### config.mk
export PLATFORM = sky130hd
export DESIGN_NAME = interval_ctrl_flat
export DESIGN_NICKNAME = d
export VERILOG_FILES = /design/src/rtl/interval_ctrl_if.sv /design/src/rtl/interval_ctrl.sv /design/src/flat_wrapper.sv
export SDC_FILE = /design/constraint.sdc
export NUM_CORES = 1
export LEC_CHECK = 0
export ABC_AREA = 1
export CAP_MARGIN = 10
export CORE_MARGIN = 2
export CORE_UTILIZATION = 37
export CTS_CLUSTER_SIZE = 16
export DETAILED_ROUTE_END_ITERATION = 16
export GPL_ROUTABILITY_DRIVEN = 0
export PLACE_DENSITY_LB_ADDON = 0.12
export SLEW_MARGIN = 20
export SYNTH_ARGS = -nofsm -noshare
export SYNTH_HDL_FRONTEND = slang
export SYNTH_SLANG_ARGS = --single-unit
### constraint.sdc
create_clock -name clk -period 1.85 [get_ports clk]
set_input_delay 0.2775 -clock clk [delete_from_list [all_inputs] [get_ports clk]]
set_output_delay 0.2775 -clock clk [all_outputs]
set_load 0.02 [all_outputs]
### src/rtl/interval_ctrl_if.sv
// Control bundle between the interval sequencer, its requester
// and the downstream loadable up-counter.
interface interval_ctrl_if #(
    parameter int WIDTH = 5
);
    logic             start;
    logic             stop;
    logic             hold;
    logic             mode;
    logic [WIDTH-1:0] period;
    logic [WIDTH-1:0] cnt_out;
    logic             cnt_rst;
    logic             cnt_load;
    logic             cnt_enab;
    logic [WIDTH-1:0] cnt_in;
    logic             tick;
    logic             busy;
    logic             err;

    modport master (
        output start,
        output stop,
        output hold,
        output mode,
        output period,
        output cnt_out,
        input  cnt_rst,
        input  cnt_load,
        input  cnt_enab,
        input  cnt_in,
        input  tick,
        input  busy,
        input  err
    );

    modport slave (
        input  start,
        input  stop,
        input  hold,
        input  mode,
        input  period,
        input  cnt_out,
        output cnt_rst,
        output cnt_load,
        output cnt_enab,
        output cnt_in,
        output tick,
        output busy,
        output err
    );
endinterface

### src/rtl/interval_ctrl.sv
// Interval sequencer: drives an external up-counter and watches its
// value to produce periodic or one-shot ticks.
module interval_ctrl #(
    parameter int WIDTH = 5
) (
    input  logic           clk,
    input  logic           rst,
    interval_ctrl_if.slave bus
);
    typedef enum logic {
        IDLE = 1'b0,
        RUN  = 1'b1
    } state_t;

    localparam logic [WIDTH-1:0] ONE =
        {{(WIDTH-1){1'b0}}, 1'b1};

    state_t           state_q;
    state_t           state_d;
    logic [WIDTH-1:0] period_q;
    logic [WIDTH-1:0] period_d;
    logic             mode_q;
    logic             mode_d;
    logic             err_q;
    logic             err_d;

    logic [WIDTH-1:0] lim;
    logic             term;
    logic             over;
    logic             accept;

    logic             cnt_rst;
    logic             cnt_load;
    logic             cnt_enab;
    logic             tick;
    logic             busy;

    // period_q is never 0 in RUN, so lim cannot underflow there
    assign lim    = period_q - ONE;
    assign term   = bus.cnt_out == lim;
    assign over   = bus.cnt_out > lim;
    assign accept = bus.start && (bus.period != '0);

    always_comb begin
        state_d  = state_q;
        period_d = period_q;
        mode_d   = mode_q;
        err_d    = err_q;
        cnt_rst  = 1'b1;
        cnt_load = 1'b0;
        cnt_enab = 1'b0;
        tick     = 1'b0;
        busy     = 1'b0;
        unique case (state_q)
            IDLE: begin
                if (accept) begin
                    state_d  = RUN;
                    period_d = bus.period;
                    mode_d   = bus.mode;
                    err_d    = 1'b0;
                end
            end
            RUN: begin
                cnt_rst = 1'b0;
                busy    = 1'b1;
                if (over) begin
                    err_d = 1'b1;
                end
                // a term seen under hold simply waits for hold to drop
                if (!bus.hold) begin
                    if (term) begin
                        tick = 1'b1;
                        if (mode_q) begin
                            cnt_load = 1'b1;
                        end else begin
                            state_d = IDLE;
                        end
                    end else begin
                        cnt_enab = 1'b1;
                    end
                end
                if (bus.stop) begin
                    state_d = IDLE;
                end
            end
            default: begin
                state_d = IDLE;
            end
        endcase
    end

    always_ff @(posedge clk or negedge rst) begin
        if (!rst) begin
            state_q  <= IDLE;
            period_q <= '0;
            mode_q   <= 1'b0;
            err_q    <= 1'b0;
        end else begin
            state_q  <= state_d;
            period_q <= period_d;
            mode_q   <= mode_d;
            err_q    <= err_d;
        end
    end

    assign bus.cnt_rst  = cnt_rst;
    assign bus.cnt_load = cnt_load;
    assign bus.cnt_enab = cnt_enab;
    assign bus.cnt_in   = '0;
    assign bus.tick     = tick;
    assign bus.busy     = busy;
    assign bus.err      = err_q;
endmodule

### src/flat_wrapper.sv
// flat-port wrapper written by rule: the top's interface ports become plain ports
module interval_ctrl_flat 
#(
    parameter int WIDTH = 5
)
  (clk, rst, bus_start, bus_stop, bus_hold, bus_mode, bus_period, bus_cnt_out, bus_cnt_rst, bus_cnt_load, bus_cnt_enab, bus_cnt_in, bus_tick, bus_busy, bus_err);
  interval_ctrl_if #(.WIDTH(WIDTH)) bus_i ();
  input  logic clk;
  input  logic rst;
  input wire logic [$bits(bus_i.start)-1:0] bus_start;
  input wire logic [$bits(bus_i.stop)-1:0] bus_stop;
  input wire logic [$bits(bus_i.hold)-1:0] bus_hold;
  input wire logic [$bits(bus_i.mode)-1:0] bus_mode;
  input wire logic [$bits(bus_i.period)-1:0] bus_period;
  input wire logic [$bits(bus_i.cnt_out)-1:0] bus_cnt_out;
  output wire logic [$bits(bus_i.cnt_rst)-1:0] bus_cnt_rst;
  output wire logic [$bits(bus_i.cnt_load)-1:0] bus_cnt_load;
  output wire logic [$bits(bus_i.cnt_enab)-1:0] bus_cnt_enab;
  output wire logic [$bits(bus_i.cnt_in)-1:0] bus_cnt_in;
  output wire logic [$bits(bus_i.tick)-1:0] bus_tick;
  output wire logic [$bits(bus_i.busy)-1:0] bus_busy;
  output wire logic [$bits(bus_i.err)-1:0] bus_err;
  assign bus_i.start = bus_start;
  assign bus_i.stop = bus_stop;
  assign bus_i.hold = bus_hold;
  assign bus_i.mode = bus_mode;
  assign bus_i.period = bus_period;
  assign bus_i.cnt_out = bus_cnt_out;
  assign bus_cnt_rst = bus_i.cnt_rst;
  assign bus_cnt_load = bus_i.cnt_load;
  assign bus_cnt_enab = bus_i.cnt_enab;
  assign bus_cnt_in = bus_i.cnt_in;
  assign bus_tick = bus_i.tick;
  assign bus_busy = bus_i.busy;
  assign bus_err = bus_i.err;
  interval_ctrl #(.WIDTH(WIDTH)) u_core (.clk(clk), .rst(rst), .bus(bus_i));
endmodule
==> metrics, run 1 <==
Synth cell types 21; status complete, but fails checks; Mapped Cells 81; vias in the first global route 511; CTS Buffer Depth 2; final non-filler cell total 133; vias 602; antenna violations before repair 0; Avg Inst Size Synth 8.08 um^2; Post-Route WL 1310 um; Die Span X 46.1 um; Final min period 2.23 ns; area growth from synthesis to layout 57.9%; RSZ-0062 raised after global routing yes; sequential-to-total area share from yosys stat 30.6%; drt pass-1 iters 4; grt total ovfl 0; CTS tree done; CP max FO 4; cell area after synthesis 654 um^2; Residual DRC 0; 1st-iter DRT viols 1; largest net degree at the start of global routing 9; Setup WS post-layout -0.384 ns; HPWL Detailed 1050 um; Worst Setup End Kind output pin; die area 2120 um^2; Post-layout nets 140; vias per cell 4.53; Leakage 0.527 nW; met1 Track Usage GR 15.4%; post-synthesis register bit count 8; overall power 1.00 mW; Hold Path Class primary input to asynchronous set/reset pin; share of layout cells above drive strength 1 34.5%; CP arrival 1.96 ns; pre-CTS setup slack -0.653 ns; kind of critical path register to output pin; CTS H-tree depth 1; startpoint types register; DIE HEIGHT 46.1 um; core area 1690 um^2; Initial Util 38.7%; clk slew on worst S/H paths 0.05 ns; WL/cell 9.88 um; hold_buf cts 0; Buffers on Ports 21; CTS Buf Count 3; final hold vios 0; CTS root buf clkbuf_4; GRT busiest layer met2; Rows 15; Final setup violation count 3; fmax 448 MHz; M2 GR Usage 22.8%; Final Cycle Share 121%; PD cells 968 nW/um^2; count of final max-slew check failures 0; YS warnings 0; CTS sink cnt 8; clock skew 0.00238 ns; max-cap check violation count 0; Ant. Diodes 0; total track usage 13.5%; Peak VDD IR 0.555 mV; # IOs 27; Critical Path RT 1.57 ns; violated checks setup timing; grt met3 use 3.92%; Worst-Skew Late Latency 0.24 ns; cell total after placement 127; antenna-violating nets left 0; global-route wire length before repair 2000 um
[layout make-up]
| cell class | count | area [um^2] |
|---|---|---|
| fillers | 160 | 656 |
| multi-input cells | 61 | 444 |
| repair buffers | 33 | 304 |
| flip-flops and latches | 8 | 200 |
| inverters | 11 | 41.3 |
| clock buffers | 3 | 22.5 |
| well taps | 17 | 21.3 |
[synth_stat cells]
master / number / area [um^2]
nand2_1: 23 / 86.3
inv_1: 10 / 37.5
dfrtp_1: 8 / 200
ha_1: 6 / 75.1
buf_4: 5 / 37.5
nand3_1: 5 / 25.0
nor2_1: 4 / 15.0
nor2_4: 4 / 45.0
nand2_2: 2 / 12.5
nand3_2: 2 / 20.0
xnor2_1: 2 / 17.5
a21oi_1: 1 / 5.00
a21oi_2: 1 / 8.76
conb_1: 1 / 3.75
inv_2: 1 / 3.75
nand2_4: 1 / 11.3
nand3b_4: 1 / 20.0
nand4_1: 1 / 6.26
nor3_1: 1 / 5.00
nor3_2: 1 / 10.0
xor2_1: 1 / 8.76
[through the flow]
| stage | setup TNS, ns | cell area [um^2] | utilization [%] | hold slack [ns] |
|---|---|---|---|---|
| detailed placement | -1.89 | 947 | 56.1 | 0.463 |
| finish | -1.09 | 1030 | 61.2 | 0.300 |
| floorplan | -0.164 | 686 | - | -0.0181 |
| CTS | -1.12 | 1010 | 59.9 | 0.307 |
| global placement | -1.79 | 947 | 56.1 | 0.459 |
| global route | -1.49 | 1030 | 61.2 | 0.322 |
[registers in the layout, indices dropped and copies added, names as in the netlist]
name             cells
u_core.bus.err       1
u_core.state_q       1
u_core.period_q      5
u_core.mode_q        1
[final timing paths]
check | slack (ns) | start | end | cells after the start
setup reg to reg | 0.10 | u_core.period_q[1]$_DFFE_PN0P_ | u_core.bus.err$_DFFE_PN0P_ | 11
setup / recovery | -0.38 | u_core.period_q[2]$_DFFE_PN0P_ | bus_cnt_load | 9
min in group clk | 0.48 | u_core.mode_q$_DFFE_PN0P_ | u_core.mode_q$_DFFE_PN0P_ | 2
max in group asynchronous | 1.30 | rst | u_core.period_q[0]$_DFFE_PN0P_ | 1
hold reg to reg | 0.48 | u_core.mode_q$_DFFE_PN0P_ | u_core.mode_q$_DFFE_PN0P_ | 2
hold / removal | 0.30 | rst | u_core.period_q[4]$_DFFE_PN0P_ | 1
[critical path: stages, from the launching register on]
cell and delay (ns):
dfrtp_1 0.44, nor2_1 0.16, nand2_2 0.06, xor2_1 0.14, ha_1 0.31, nand2_2 0.08, nor2_4 0.16, nand3_2 0.12
nor3_4 0.13, buf_6 0.14
[cell usage in the layout (no fill, tap or decap)]
cell and instances:
nand2_1 22, inv_1 7, buf_4 12, ha_1 5, conb_1 5, nor2_1 2
inv_2 4, a21oi_2 1, nand4_1 1, nand2_4 1, ha_4 1, clkdlybuf4s50_1 18
nor2_2 1, nand3_1 5, buf_6 3, a21oi_4 1, nand2_2 3, nand3_2 2
xnor2_1 2, xor2_1 1, clkbuf_4 3, dfrtp_1 8, nor3_4 2, nand3b_4 1
nor2_4 5
[power breakdown]
part	leakage [nW]	switching [mW]	internal, mW
clock	0.0138	0.0532	0.0738
combinational	0.415	0.311	0.303
sequential	0.0977	0.0368	0.223
[kinds of logic (layout without fill, tap and decap cells)]
logic type	after synthesis	after routing	synth area share, %
and+or+nand+nor	45	45	39.2
buffers and inverters	16	47	12.0
DFF	8	8	30.6
adders and majority gates	6	6	11.5
xor gates and xnor gates	3	3	4.02
AOI/OAI and AO/OA	2	2	2.10
other	1	5	0.573
[what timing repair did]
action                                  in CTS  in global routing
buffers inserted                             3                  1
gates resized for setup                     24                  4
pin swaps                                    6                  9
endpoints found under the setup margin       3                  4
[routing by layer]
layer	part of all wire (%)	up-vias	wire length, um
li1	-	314	-
met1	44	267	582
met2	50	17	660
met3	3.3	4	44
met4	1.9	0	25
met5	0	-	0
No activity file was read; power rests on OpenSTA's default activity.
==> inputs of run 2 (changes only) <==
- CORE_MARGIN: 2 -> default
- CORE_UTILIZATION: 37 -> 41
- clock period: 1.85 -> 2.5 ns (I/O delays scaled with it)
==> run 2 against run 1 <==
Net effect: the flow now finishes without violations; non-clock buffer count is 4 lower; register-to-register slack better by 0.65 ns; power is 31% lower; routed wire length is 4.1% lower; critical path depth is 1 higher; flip-flop and latch count stayed put; utilization is 2.0 points higher; die area is 17% lower; clock-buffer cell count stayed put; via count is 4.3% lower; setup slack better by 0.51 ns.
==> metrics, run 2 (synthesis gave the netlist of run 1 again) <==
status finished, final reports clean; Ant. Diodes 0; kind of critical path register to output pin; vias per cell 4.50; Final Cycle Share 94.9%; Worst R2R End u_core.bus.err$_DFFE_PN0P_; 1st-iter DRT viols 5; CTS H-tree depth 1; Rows 14; final non-filler cell total 128; Peak VDD IR 0.522 mV; HPWL Detailed 972 um; Fillers 149; grt total ovfl 0; Post-Route WL 1260 um; Die Span X 42.0 um; Setup WS post-layout 0.128 ns; area growth from synthesis to layout 45.5%; reg2reg start u_core.period_q[1]$_DFFE_PN0P_; fmax 422 MHz; Final min period 2.37 ns; Critical Path RT 2.12 ns; vias 576; Post-layout nets 136; clock skew 0.00126 ns; final hold slack 0.395 ns; drt pass-1 iters 6; total track usage 15.5%; max FFs per register 5; CTS Buffer Depth 2; reg2reg setup slack 0.75 ns; share of layout cells above drive strength 1 27.7%; largest net degree at the start of global routing 9; CTS sink cnt 8; antenna violations before repair 0; Final setup violation count 0; Reg2Reg Depth 11; Leakage 0.496 nW; pre-CTS setup slack -0.0906 ns; antenna-violating nets left 0; commonest non-fill, non-tap cell in the layout nand2_1; vias in the first global route 527; global-route wire length before repair 2090 um; Hold Path Class primary input to asynchronous set/reset pin; die area 1760 um^2; count of final max-slew check failures 0; CTS root buf clkbuf_4; Residual DRC 0; PD cells 720 nW/um^2; # IOs 27; Largest Register u_core.period_q; CTS tree done; hold_buf cts 0; WL/cell 9.84 um; max-cap check violation count 0; most frequent cells in the layout nand2_1 (23), clkdlybuf4s50_1 (18), buf_4 (10); Initial Util 43.4%; core area 1510 um^2; DIE HEIGHT 42.0 um; cell total after placement 122; CP arrival 2.00 ns; Worst Setup End Kind output pin; CP max FO 4; Worst-Skew Late Latency 0.25 ns; CTS Buf Count 3; startpoint types register; final hold vios 0; clk slew on worst S/H paths 0.05 ns; Buffers on Ports 21
==> run 2: worst max path at each step <==
stage                     slack, ns                           start      endpoint  cells after the start
after floorplan                0.42  u_core.period_q[0]$_DFFE_PN0P_      bus_tick                      9
after global placement        -0.03  u_core.period_q[0]$_DFFE_PN0P_  bus_cnt_load                     10
after detailed placement      -0.09  u_core.period_q[0]$_DFFE_PN0P_  bus_cnt_load                     10
after CTS                      0.01  u_core.period_q[0]$_DFFE_PN0P_      bus_tick                     10
after global routing          -0.02  u_core.period_q[1]$_DFFE_PN0P_  bus_cnt_load                     10
final                          0.13  u_core.period_q[1]$_DFFE_PN0P_  bus_cnt_load                     10
==> run 2: layout make-up <==
type                       instances  area (um^2)  area share (%)
timing repair buffer              29          260            27.3
clock buffer                       3         22.5            2.37
sequential                         8          200            21.0
tap                               16         20.0            2.10
inverter                          11         41.3            4.34
multi-input combinational         61          408            42.8
==> run 2: where the power goes <==
part	internal, mW	switching [mW]	total, mW
Clock	0.0546	0.0394	0.0940
Sequential	0.165	0.0264	0.191
Combinational	0.196	0.204	0.401
Total	0.416	0.270	0.686
==> run 2: per-layer routing <==
metal / global-route usage [%] / vias up / wire (um)
li1: - / 307 / -
met1: 20.1 / 245 / 534
met2: 25.6 / 20 / 642
met3: 2.61 / 4 / 53
met4: 5.81 / 0 / 29
met5: 0 / - / 0
==> run 2: through the flow <==
stage	utilization [%]	area, um^2	setup TNS [ns]	power [mW]
4_1_cts	61.0	920	0	0.647
6_report	63.2	952	0	0.686
3_3_place_gp	59.7	900	-0.0530	0.545
2_1_floorplan	-	669	0	0.425
5_1_grt	63.2	952	-0.0160	0.750
3_5_place_dp	59.7	900	-0.214	0.552
==> run 2: what timing repair did <==
action	4_1_cts	5_1_grt
setup endpoints to repair	3	3
setup buffers	0	3
gates cloned	0	0
resized for setup	10	9
pin swaps	0	5
==> run 2: critical path: stages (launching register included) <==
cell and delay (ns):
dfrtp_1 0.38, inv_2 0.08, ha_4 0.13, nand2_1 0.06
xor2_1 0.15, ha_1 0.31, nand2_2 0.08, nor2_4 0.14
nand3_2 0.10, nor3_2 0.15, buf_4 0.16
==> inputs of run 3 (changes only) <==
- CORE_UTILIZATION: 41 -> 40
- CTS_CLUSTER_DIAMETER: default -> 50
==> run 3 against run 2 <==
Net effect: first-iteration DRC count shrank 60%; combinational power is 5.2% lower; die area increased by 2.4%; cell count decreased by 0.78%; register-to-register slack is essentially flat; hold slack improved by 0.0080 ns; via count fell by 3.3%; non-clock buffer count fell by 1; clock power up 3.8%; critical path type unchanged; highest routed layer unchanged.
==> metrics, run 3 (synthesis gave the netlist of run 1 again) <==
status finished, final reports clean; Hold Path Class primary input to asynchronous set/reset pin; Setup WS post-layout 0.126 ns; Critical Path RT 2.12 ns; CTS Buffer Depth 2; vias per cell 4.39; CTS Buf Count 3; Peak VDD IR 0.576 mV; WL/cell 9.87 um; vias 557; total track usage 15.8%; max FFs per register 5; Worst Setup End Kind output pin; Rows 14; fmax 421 MHz; Post-layout nets 135; Final min period 2.37 ns; clock skew 0.00177 ns; # IOs 27; Reg2Reg Depth 11; cell total after placement 122; share of layout cells above drive strength 1 27.0%; CTS root buf clkbuf_4; overall power 0.670 mW; CTS H-tree depth 1; max-cap check violation count 0; commonest non-fill, non-tap cell in the layout nand2_1; drt pass-1 iters 2; CTS tree done; core area 1520 um^2; antenna violations before repair 0; Buffers on Ports 21; Final Cycle Share 95.0%; Fillers 144; Post-Route WL 1250 um; largest net degree at the start of global routing 9; DIE HEIGHT 42.4 um; final hold vios 0; final non-filler cell total 127; Final setup violation count 0; die area 1800 um^2; 1st-iter DRT viols 2; HPWL Detailed 1030 um; Initial Util 42.9%; startpoint types register; pre-CTS setup slack -0.0917 ns; most frequent cells in the layout nand2_1 (23), clkdlybuf4s50_1 (18), inv_1 (8), buf_4 (8), dfrtp_1 (8); count of final max-slew check failures 0; Placed Area 900 um^2; Worst-Skew Late Latency 0.25 ns; CP max FO 4; final setup TNS 0 ns; Ant. Diodes 0; cell area after layout 942 um^2; vias in the first global route 522; CP arrival 2.00 ns; Die Span X 42.4 um; kind of critical path register to output pin; CTS sink cnt 8; Largest Register u_core.period_q; grt total ovfl 0; fin util 61.8%; area growth from synthesis to layout 44.0%; PD cells 711 nW/um^2; antenna-violating nets left 0; Leakage 0.491 nW; global-route wire length before repair 2140 um; final hold slack 0.403 ns; clk slew on worst S/H paths 0.05 ns; Residual DRC 0
-- run 3: changes by cell type in the layout (fill, tap and decap cells not counted), sizes merged --
cell,previous run,this run
buf,11,10
-- run 3: critical path: stages, from the launching register on --
cell     delay, ns
dfrtp_1       0.39
inv_2         0.09
ha_4          0.14
nand2_1       0.06
xor2_1        0.14
ha_1          0.30
nand2_2       0.08
nor2_4        0.14
nand3_2       0.10
nor3_2        0.15
buf_4         0.16
-- run 3: timing repair --
action | in CTS | in global routing
pin swaps | 0 | 5
gates resized for setup | 10 | 8
hold buffers | 0 | 0
buffers inserted | 0 | 2
setup endpoints to repair | 3 | 3
-- run 3: final timing paths --
check / start / endpoint / slack [ns]
max reg2reg: u_core.period_q[0]$_DFFE_PN0P_ / u_core.bus.err$_DFFE_PN0P_ / 0.76
min: rst / u_core.period_q[4]$_DFFE_PN0P_ / 0.40
max in group asynchronous: rst / u_core.period_q[3]$_DFFE_PN0P_ / 1.83
min reg2reg: u_core.mode_q$_DFFE_PN0P_ / u_core.mode_q$_DFFE_PN0P_ / 0.48
min in group clk: u_core.mode_q$_DFFE_PN0P_ / u_core.mode_q$_DFFE_PN0P_ / 0.48
max: u_core.period_q[0]$_DFFE_PN0P_ / bus_cnt_load / 0.13
-- run 3: routing by layer --
metal	wire length, um	track usage, %
met5	0	0
met2	626	26.2
met3	54	3.88
met1	559	19.7
met4	12	5.63
-- run 3: cell type report --
class	count	area (um^2)	area share, %
sequential	8	200	21.2
inverter	11	41.3	4.38
timing repair buffer	28	250	26.6
multi-input combinational	61	408	43.3
tap	16	20.0	2.12
clock buffer	3	22.5	2.39
-- run 3: where the power goes --
part           internal, mW  switching [mW]  total, mW
clock                0.0549          0.0427     0.0976
sequential            0.165          0.0280      0.193
combinational         0.185           0.195      0.380
total                 0.404           0.266      0.670
